## config.mk

```make
export PLATFORM = sky130hd
export DESIGN_NAME = teclado7_antirrebote
export DESIGN_NICKNAME = d
export VERILOG_FILES = /design/src/rtl/teclado7_antirrebote.sv
export SDC_FILE = /design/constraint.sdc
export NUM_CORES = 1
export LEC_CHECK = 0
export CAP_MARGIN = 30
export CELL_PAD_IN_SITES_DETAIL_PLACEMENT = 2
export CELL_PAD_IN_SITES_GLOBAL_PLACEMENT = 2
export CORE_UTILIZATION = 39
export DETAILED_ROUTE_END_ITERATION = 8
export PLACE_DENSITY_LB_ADDON = 0.05
export SLEW_MARGIN = 10
export SYNTH_ARGS = -nofsm -noshare
export SYNTH_HDL_FRONTEND = slang
export SYNTH_SLANG_ARGS = --single-unit
```

## constraint.sdc

```tcl
create_clock -name clk -period 2.9 [get_ports clk]
set_input_delay 0.58 -clock clk [delete_from_list [all_inputs] [get_ports clk]]
set_output_delay 0.58 -clock clk [all_outputs]
set_load 0.02 [all_outputs]
```

## src/rtl/teclado7_antirrebote.sv

```systemverilog
`default_nettype none
// ============================================================================
// Module   : teclado7_antirrebote
// Brief    : 7-key synchronizer, debouncer and n-key-lockout capture stage
//            feeding a one-hot vector to the 7-to-3 encoder.
//            Optional macro TECLADO_RETENER_EN: X keeps the last key on release.
// Revision : 1.0
// ============================================================================
module teclado7_antirrebote #(
    parameter int SYNC_STAGES     = 2,
    parameter int DEBOUNCE_CYCLES = 4,
    parameter int CNT_W           = 20
) (
    input  logic       clk,
    input  logic       rst,
    input  logic [6:0] Teclas,
    output logic [6:0] X,
    output logic       Nueva,
    output logic       Ocupado
);

    localparam logic [CNT_W-1:0] C_CNT_MAX = CNT_W'(DEBOUNCE_CYCLES - 1);

    typedef enum logic [1:0] {
        IDLE         = 2'd0,
        PRESSED      = 2'd1,
        WAIT_RELEASE = 2'd2
    } state_t;

    logic [6:0] w_stable;
    logic [2:0] w_top;
    state_t     r_state;
    logic [2:0] r_key;

    for (genvar i = 0; i < 7; i++) begin : g_bit
        logic [SYNC_STAGES-1:0] r_sync;
        logic [CNT_W-1:0]       r_cnt;
        logic                   r_d;
        logic                   w_s;

        assign w_s         = r_sync[SYNC_STAGES-1];
        assign w_stable[i] = r_d;

        always_ff @(posedge clk) begin
            if (rst) begin
                r_sync <= '0;
                r_cnt  <= '0;
                r_d    <= 1'b0;
            end else begin
                r_sync <= {r_sync[SYNC_STAGES-2:0], Teclas[i]};
                // A level is accepted only after DEBOUNCE_CYCLES consecutive differing samples
                if (w_s == r_d) begin
                    r_cnt <= '0;
                end else if (r_cnt == C_CNT_MAX) begin
                    r_d   <= w_s;
                    r_cnt <= '0;
                end else begin
                    r_cnt <= r_cnt + 1'b1;
                end
            end
        end
    end

    always_comb begin
        w_top = 3'd0;
        for (int i = 0; i < 7; i++) begin
            if (w_stable[i]) begin
                w_top = 3'(i);
            end
        end
    end

    always_ff @(posedge clk) begin
        if (rst) begin
            r_state <= IDLE;
            r_key   <= 3'd0;
            X       <= 7'd0;
            Nueva   <= 1'b0;
            Ocupado <= 1'b0;
        end else begin
            Nueva <= 1'b0;
            case (r_state)
                IDLE: begin
                    if (w_stable != 7'd0) begin
                        r_key   <= w_top;
                        X       <= 7'd1 << w_top;
                        Nueva   <= 1'b1;
                        Ocupado <= 1'b1;
                        r_state <= PRESSED;
                    end
                end
                PRESSED: begin
                    // Only the captured key matters; others are locked out
                    if (!w_stable[r_key]) begin
`ifndef TECLADO_RETENER_EN
                        X <= 7'd0;
`endif
                        if (w_stable == 7'd0) begin
                            Ocupado <= 1'b0;
                            r_state <= IDLE;
                        end else begin
                            r_state <= WAIT_RELEASE;
                        end
                    end
                end
                WAIT_RELEASE: begin
                    if (w_stable == 7'd0) begin
                        Ocupado <= 1'b0;
                        r_state <= IDLE;
                    end
                end
                default: begin
                    r_state <= IDLE;
                    Ocupado <= 1'b0;
                end
            endcase
        end
    end

endmodule
`default_nettype wire
```

==> reports/results.ini, run 1 <==
[yosys]
avgSynthCellArea_sq_um=8.57
synthCells=925
yosysTopAreaCell=dfxtp_1
yosys_warnings=0
syn_nets=944
yosys.area.top_type_share_pct=44.2
ys_ff_latch=175
synth.area.top_cells=dfxtp_1 (44%), xnor2_1 (5.7%), nor2_1 (5.5%), xor2_1 (4.1%), a21oi_1 (3.5%)
synthDistinctLibCells=54
syn_area_sq_um=7930
async_reset_ff_share_pct=0
ys.flop_type=dfxtp_1
synth_edf_count=0
seq_area_frac_synth_pct=44.2

[cts]
cts_hold_buf=0
clock_sinks=175
clockBufferDepth=2
cts_setup_buffers=0
clock_latency_ns=0.44
cts_tree=built
root_buffer=clkbuf_16
cts_resized=0
cts_inserted_buffers=17
cts_max_level=4
clkTransAtPathRegs_ns=0.07

[power]
ir_worst_vdd_v=0.000345
p_leak_nw=2.66
pwr_density_cell_nw_per_um2=544

[floorplan]
die_area_sq_um=20900
fp.dieH_microns=145
core_sq_um=19700
dieWidth_microns=145
initial_core_util_pct=40.2
io_pins=18
rows=51

[cells_and_area]
fillCellCount=2159
multi_input_area_sq_um=4120
drive_gt1_share_pct=6.03
utilization_pct=45.3
finalInstanceArea_sq_um=8930
num_antenna_cells=0
nets=951
regArea_sq_um=3500
area_growth_pct=12.6

[worst_setup_path]
cp-end-kind=flip-flop
cp_data_arrival_time_ns=2.55
start_kind=flip-flop
critPathRequiredTime_ns=3.21
path_max_fanout=11
r2r_cells=6
worstSetupPathType=reg2reg

[detailed_routing]
routedWlPerCell_microns=17.2
viasPerCell=5.61
antenna_left=0
first_pass_iters=4
drt-total-wl_mm=20.8
post-route-drc-count=0
drt_iter0_markers=188
num_vias=6783

[placement]
dpl-instance-area_sq_um=8320
gp_congestion=0.766
hpwl_mm=14.7
port_buffers=17
place_ws_ns=0.669

[global_routing]
antenna_found_initial=0
grt_pass1_vias=7267
grt_pass1_wl_mm=35.3
gr-total-overflow=0
track_usage_pct=21.3
grt_max_degree=28

[job]
drv_cap=0

[status]
status=finished, final reports clean

[timing]
maxSlewViolCount=0
timing.setup.tns_ns=0
fin_crit_sh_pct=77.2
fin_skew_ns=0.0122
finalHoldViolations=0
hold_ws_ns=0.444
rsz0062_at_grt=no
setup_viol=0
period_minus_slack_ns=2.24
fmax_mhz=447
worstMarginPinSlew_ns=0.749
relSlewSlack_pct=49.6
setup_ws_ns=0.661

[min_path]
min_path_type=reg2reg
whs_path_depth=1

-- kinds of logic (layout without fill, tap and decap cells) --
| kind of cell | count (synthesis) | in the layout | share of synthesized area, % |
|---|---|---|---|
| AND/OR/NAND/NOR | 434 | 434 | 29.1 |
| buffers and inverters | 74 | 94 | 3.88 |
| AO/OA/AOI/OAI | 136 | 136 | 10.3 |
| adder cells (fa/ha/maj) | 10 | 10 | 1.58 |
| flip-flops | 175 | 175 | 44.2 |
| XOR/XNOR | 89 | 89 | 9.83 |
| multiplexers | 7 | 7 | 1.10 |
-- critical path, stage by stage, from the launching register on --
cell and delay [ns]:
dfxtp_1 0.35, ha_1 0.27, nor4b_1 0.31, nand4_1 0.20, o21ai_1 0.62, buf_4 0.31
a21oi_1 0.06
-- cells in the final DEF (no fill, tap or decap), types with 6 or more instances in the layout --
cell,count
nand2b_1,7
xnor2_1,52
nor2_1,116
clkbuf_16,17
and3_1,14
clkdlybuf4s50_1,16
nor3_1,21
nand2_1,46
or4_1,25
o31ai_1,19
dfxtp_1,175
and2_1,6
nor4_1,37
and4_1,7
ha_1,10
xor2_1,37
buf_4,9
or3_1,34
o21ai_0,34
inv_1,36
nor2b_1,14
nand4_1,41
a21oi_1,55
nand3_1,48
o21ai_1,7
-- synthesized netlist by cell type, drive strengths merged, types with 3 or more instances --
cell      n
o21ba     3
xor2     37
buf       4
nor4b     5
clkbuf   34
o21ai    41
nor3     22
and2      6
dfxtp   175
o31ai    19
nand4    41
inv      36
nand3    48
nand2b    7
xnor2    52
and4      7
nand2    46
nor2    116
ha       10
or3      35
or2       3
or4      25
o21a      3
nor2b    14
mux2i     5
a21oi    55
and3     14
nor4     37
-- worst paths after layout --
| kind | from | to | slack, ns |
|---|---|---|---|
| max | g_bit[2].r_cnt[0] | g_bit[2].r_cnt[13] | 0.66 |
| max reg2reg | g_bit[2].r_cnt[0] | g_bit[2].r_cnt[13] | 0.66 |
| min | g_bit[2].r_cnt[0] | g_bit[2].r_cnt[0] | 0.44 |
| min reg2reg | g_bit[2].r_cnt[0] | g_bit[2].r_cnt[0] | 0.44 |
-- layout make-up --
class,instances,share of cell area [%]
tap,265,3.71
clock buffer,18,4.92
multi-input combinational,676,46.2
sequential,175,39.2
clock inverter,14,1.85
timing repair buffer,26,2.61
inverter,36,1.51
-- registers in the layout, summed over array words and instances, names as in the netlist --
signal        count
Nueva             1
Ocupado           1
X                 7
g_bit.r_cnt     140
g_bit.r_d         7
g_bit.r_sync     14
r_key             3
r_state           2
-- report_power, final --
part           internal [W]  switching (W)
clock network       0.00138       0.000991
registers           0.00241     0.00000711
logic             0.0000272      0.0000371
total               0.00382        0.00103
-- metrics by stage --
stage,total power (W),std cells
detailed placement,0.00254,1178
global route,0.00504,1210
CTS,0.00492,1210
floorplan,0.00251,925
global placement,0.00254,1178
finish,0.00485,1210
-- routing by layer --
metal / global-route usage [%] / routed length [microns] / share of wire (%) / up-vias
met5: 0 / 0 / 0 / -
met4: 6.98 / 334 / 1.6 / 0
met3: 3.91 / 378 / 1.8 / 26
met2: 38.8 / 10800 / 52 / 58
met1: 25.0 / 9250 / 45 / 3389
li1: - / - / - / 3310
No activity file was read; power rests on OpenSTA's default activity.
==> run 2, diff against run 1 <==
CORE_UTILIZATION = 35   (was 39)
clock period = 1.9 ns   (was 2.9 ns; I/O delays follow)
==> run 2 against run 1 <==
The run now ends with design-rule violations left. Register-to-register slack got worse by 0.60 ns. Clock power rose by 65%. Flip-flop and latch count did not move. Critical path depth fell by 2. Non-clock buffer count rose by 60. Routed wire length rose by 9.5%. Critical path type unchanged. Largest cell class unchanged. Highest routed layer unchanged.
==> reports/results.ini, run 2 (synthesized netlist as in run 1, its figures left out) <==
[cells_and_area]
layout_commonest_cell=dfxtp_1
num_antenna_cells=0
drive_gt1_share_pct=14.1
largest_register_ff_count=140
top_register=g_bit.r_cnt
layout_common_cells=dfxtp_1 (169), nor2_1 (116), buf_4 (66), a21oi_1 (55), xnor2_1 (52)
area_growth_pct=20.5
utilization_pct=43.4
fillCellCount=2396
largestRegisters=g_bit.r_cnt x140, g_bit.r_sync x14
nets=1011

[detailed_routing]
viasPerCell=5.46
drt_iter0_markers=226
num_vias=7013
drt-total-wl_mm=22.7
antenna_left=0
routedWlPerCell_microns=17.7
first_pass_iters=8
post-route-drc-count=1

[power]
pwr_density_cell_nw_per_um2=808
ir_worst_vdd_v=0.000364
p_leak_nw=3.00
p_total_w=0.00772

[timing]
fmax_mhz=543
period_minus_slack_ns=1.84
rsz0062_at_grt=yes
relSlewSlack_pct=65.2
fin_skew_ns=0.00923
finalHoldViolations=0
setup_ws_ns=0.0581
maxSlewViolCount=0
fin_crit_sh_pct=96.9
worstMarginPinSlew_ns=0.519
setup_viol=0

[worst_setup_path]
worstSetupPathType=reg2reg
critPathRequiredTime_ns=2.21
path_max_fanout=3
start_kind=flip-flop
cp_data_arrival_time_ns=2.15
cp-end-kind=flip-flop

[cts]
cts_tree=built
clock_latency_ns=0.43
clockBufferDepth=2
cts_hold_buf=0
cts_inserted_buffers=17
clock_sinks=175
root_buffer=clkbuf_16
clkTransAtPathRegs_ns=0.07
cts_max_level=4

[status]
violations=design-rule violations
status=complete, but fails checks

[placement]
hpwl_mm=16.4
port_buffers=17
gp_congestion=0.831
place_ws_ns=0.0339

[global_routing]
grt_max_degree=25
grt_pass1_wl_mm=38.3
gr-total-overflow=0
antenna_found_initial=0
grt_pass1_vias=7696
track_usage_pct=20.0

[floorplan]
core_sq_um=22000
io_pins=18
fp.dieH_microns=153
dieWidth_microns=153
die_area_sq_um=23300
rows=54
initial_core_util_pct=36.0

[job]
drv_cap=0

[min_path]
min_path_type=in2reg

==> run 2: area by class of cell <==
type	count	area [sq um]	area share (%)
sequential	175	3510	36.7
clock inverter	11	186	1.95
clock buffer	21	460	4.82
timing repair buffer	86	703	7.36
inverter	36	135	1.41
tap	280	350	3.67
multi-input combinational	676	4210	44.1
==> run 2: critical path: stages, from the launching register on <==
cell and delay [ns]:
dfxtp_2 0.34, mux4_2 0.51, or2_4 0.27, a311oi_4 0.28
mux2_4 0.33
==> run 2: what timing repair did <==
| item | 4_1_cts | 5_1_grt |
|---|---|---|
| pin swaps | 0 | 2 |
| setup endpoints to repair | 2 | 101 |
| gates resized for setup | 2 | 26 |
| setup buffers | 0 | 5 |
==> run 2: worst paths after layout <==
| check | end | slack, ns | startpoint | cells after the start |
|---|---|---|---|---|
| max reg2reg | X[0] | 0.06 | r_key[0] | 4 |
| min reg2reg | g_bit[4].r_sync[1] | 0.44 | g_bit[4].r_sync[0] | 1 |
| min | g_bit[4].r_sync[1] | 0.42 | rst | 3 |
| max | X[0] | 0.06 | r_key[0] | 4 |
==> run 2: stage by stage <==
| stage | instance area (sq um) | cells | TNS, ns | hold slack, ns |
|---|---|---|---|---|
| after floorplan | 7930 | 925 | -0.0605 | 0.413 |
| after global placement | 8770 | 1248 | 0 | 0.418 |
| after detailed placement | 8770 | 1248 | 0 | 0.427 |
| after CTS | 9420 | 1280 | 0 | 0.413 |
| after global routing | 9560 | 1285 | -0.00798 | 0.453 |
| final | 9560 | 1285 | 0 | 0.422 |
==> run 2: where the power goes <==
| group | switching [W] | total (W) | internal, W |
|---|---|---|---|
| clock network | 0.00152 | 0.00392 | 0.00240 |
| logic | 0.0000600 | 0.000108 | 0.0000483 |
| registers | 0.0000103 | 0.00370 | 0.00368 |
| total | 0.00159 | 0.00772 | 0.00613 |
==> run 2: metal layers <==
metal  global-route usage [%]  up-vias  wire (microns)  share of wire, %
li1                         -     3435               -                 -
met2                     38.4       35           12200                53
met3                     2.90       16             316               1.4
met1                     23.2     3527           10100                44
met4                     4.86        0             216              0.95
met5                        0        -               0                 0
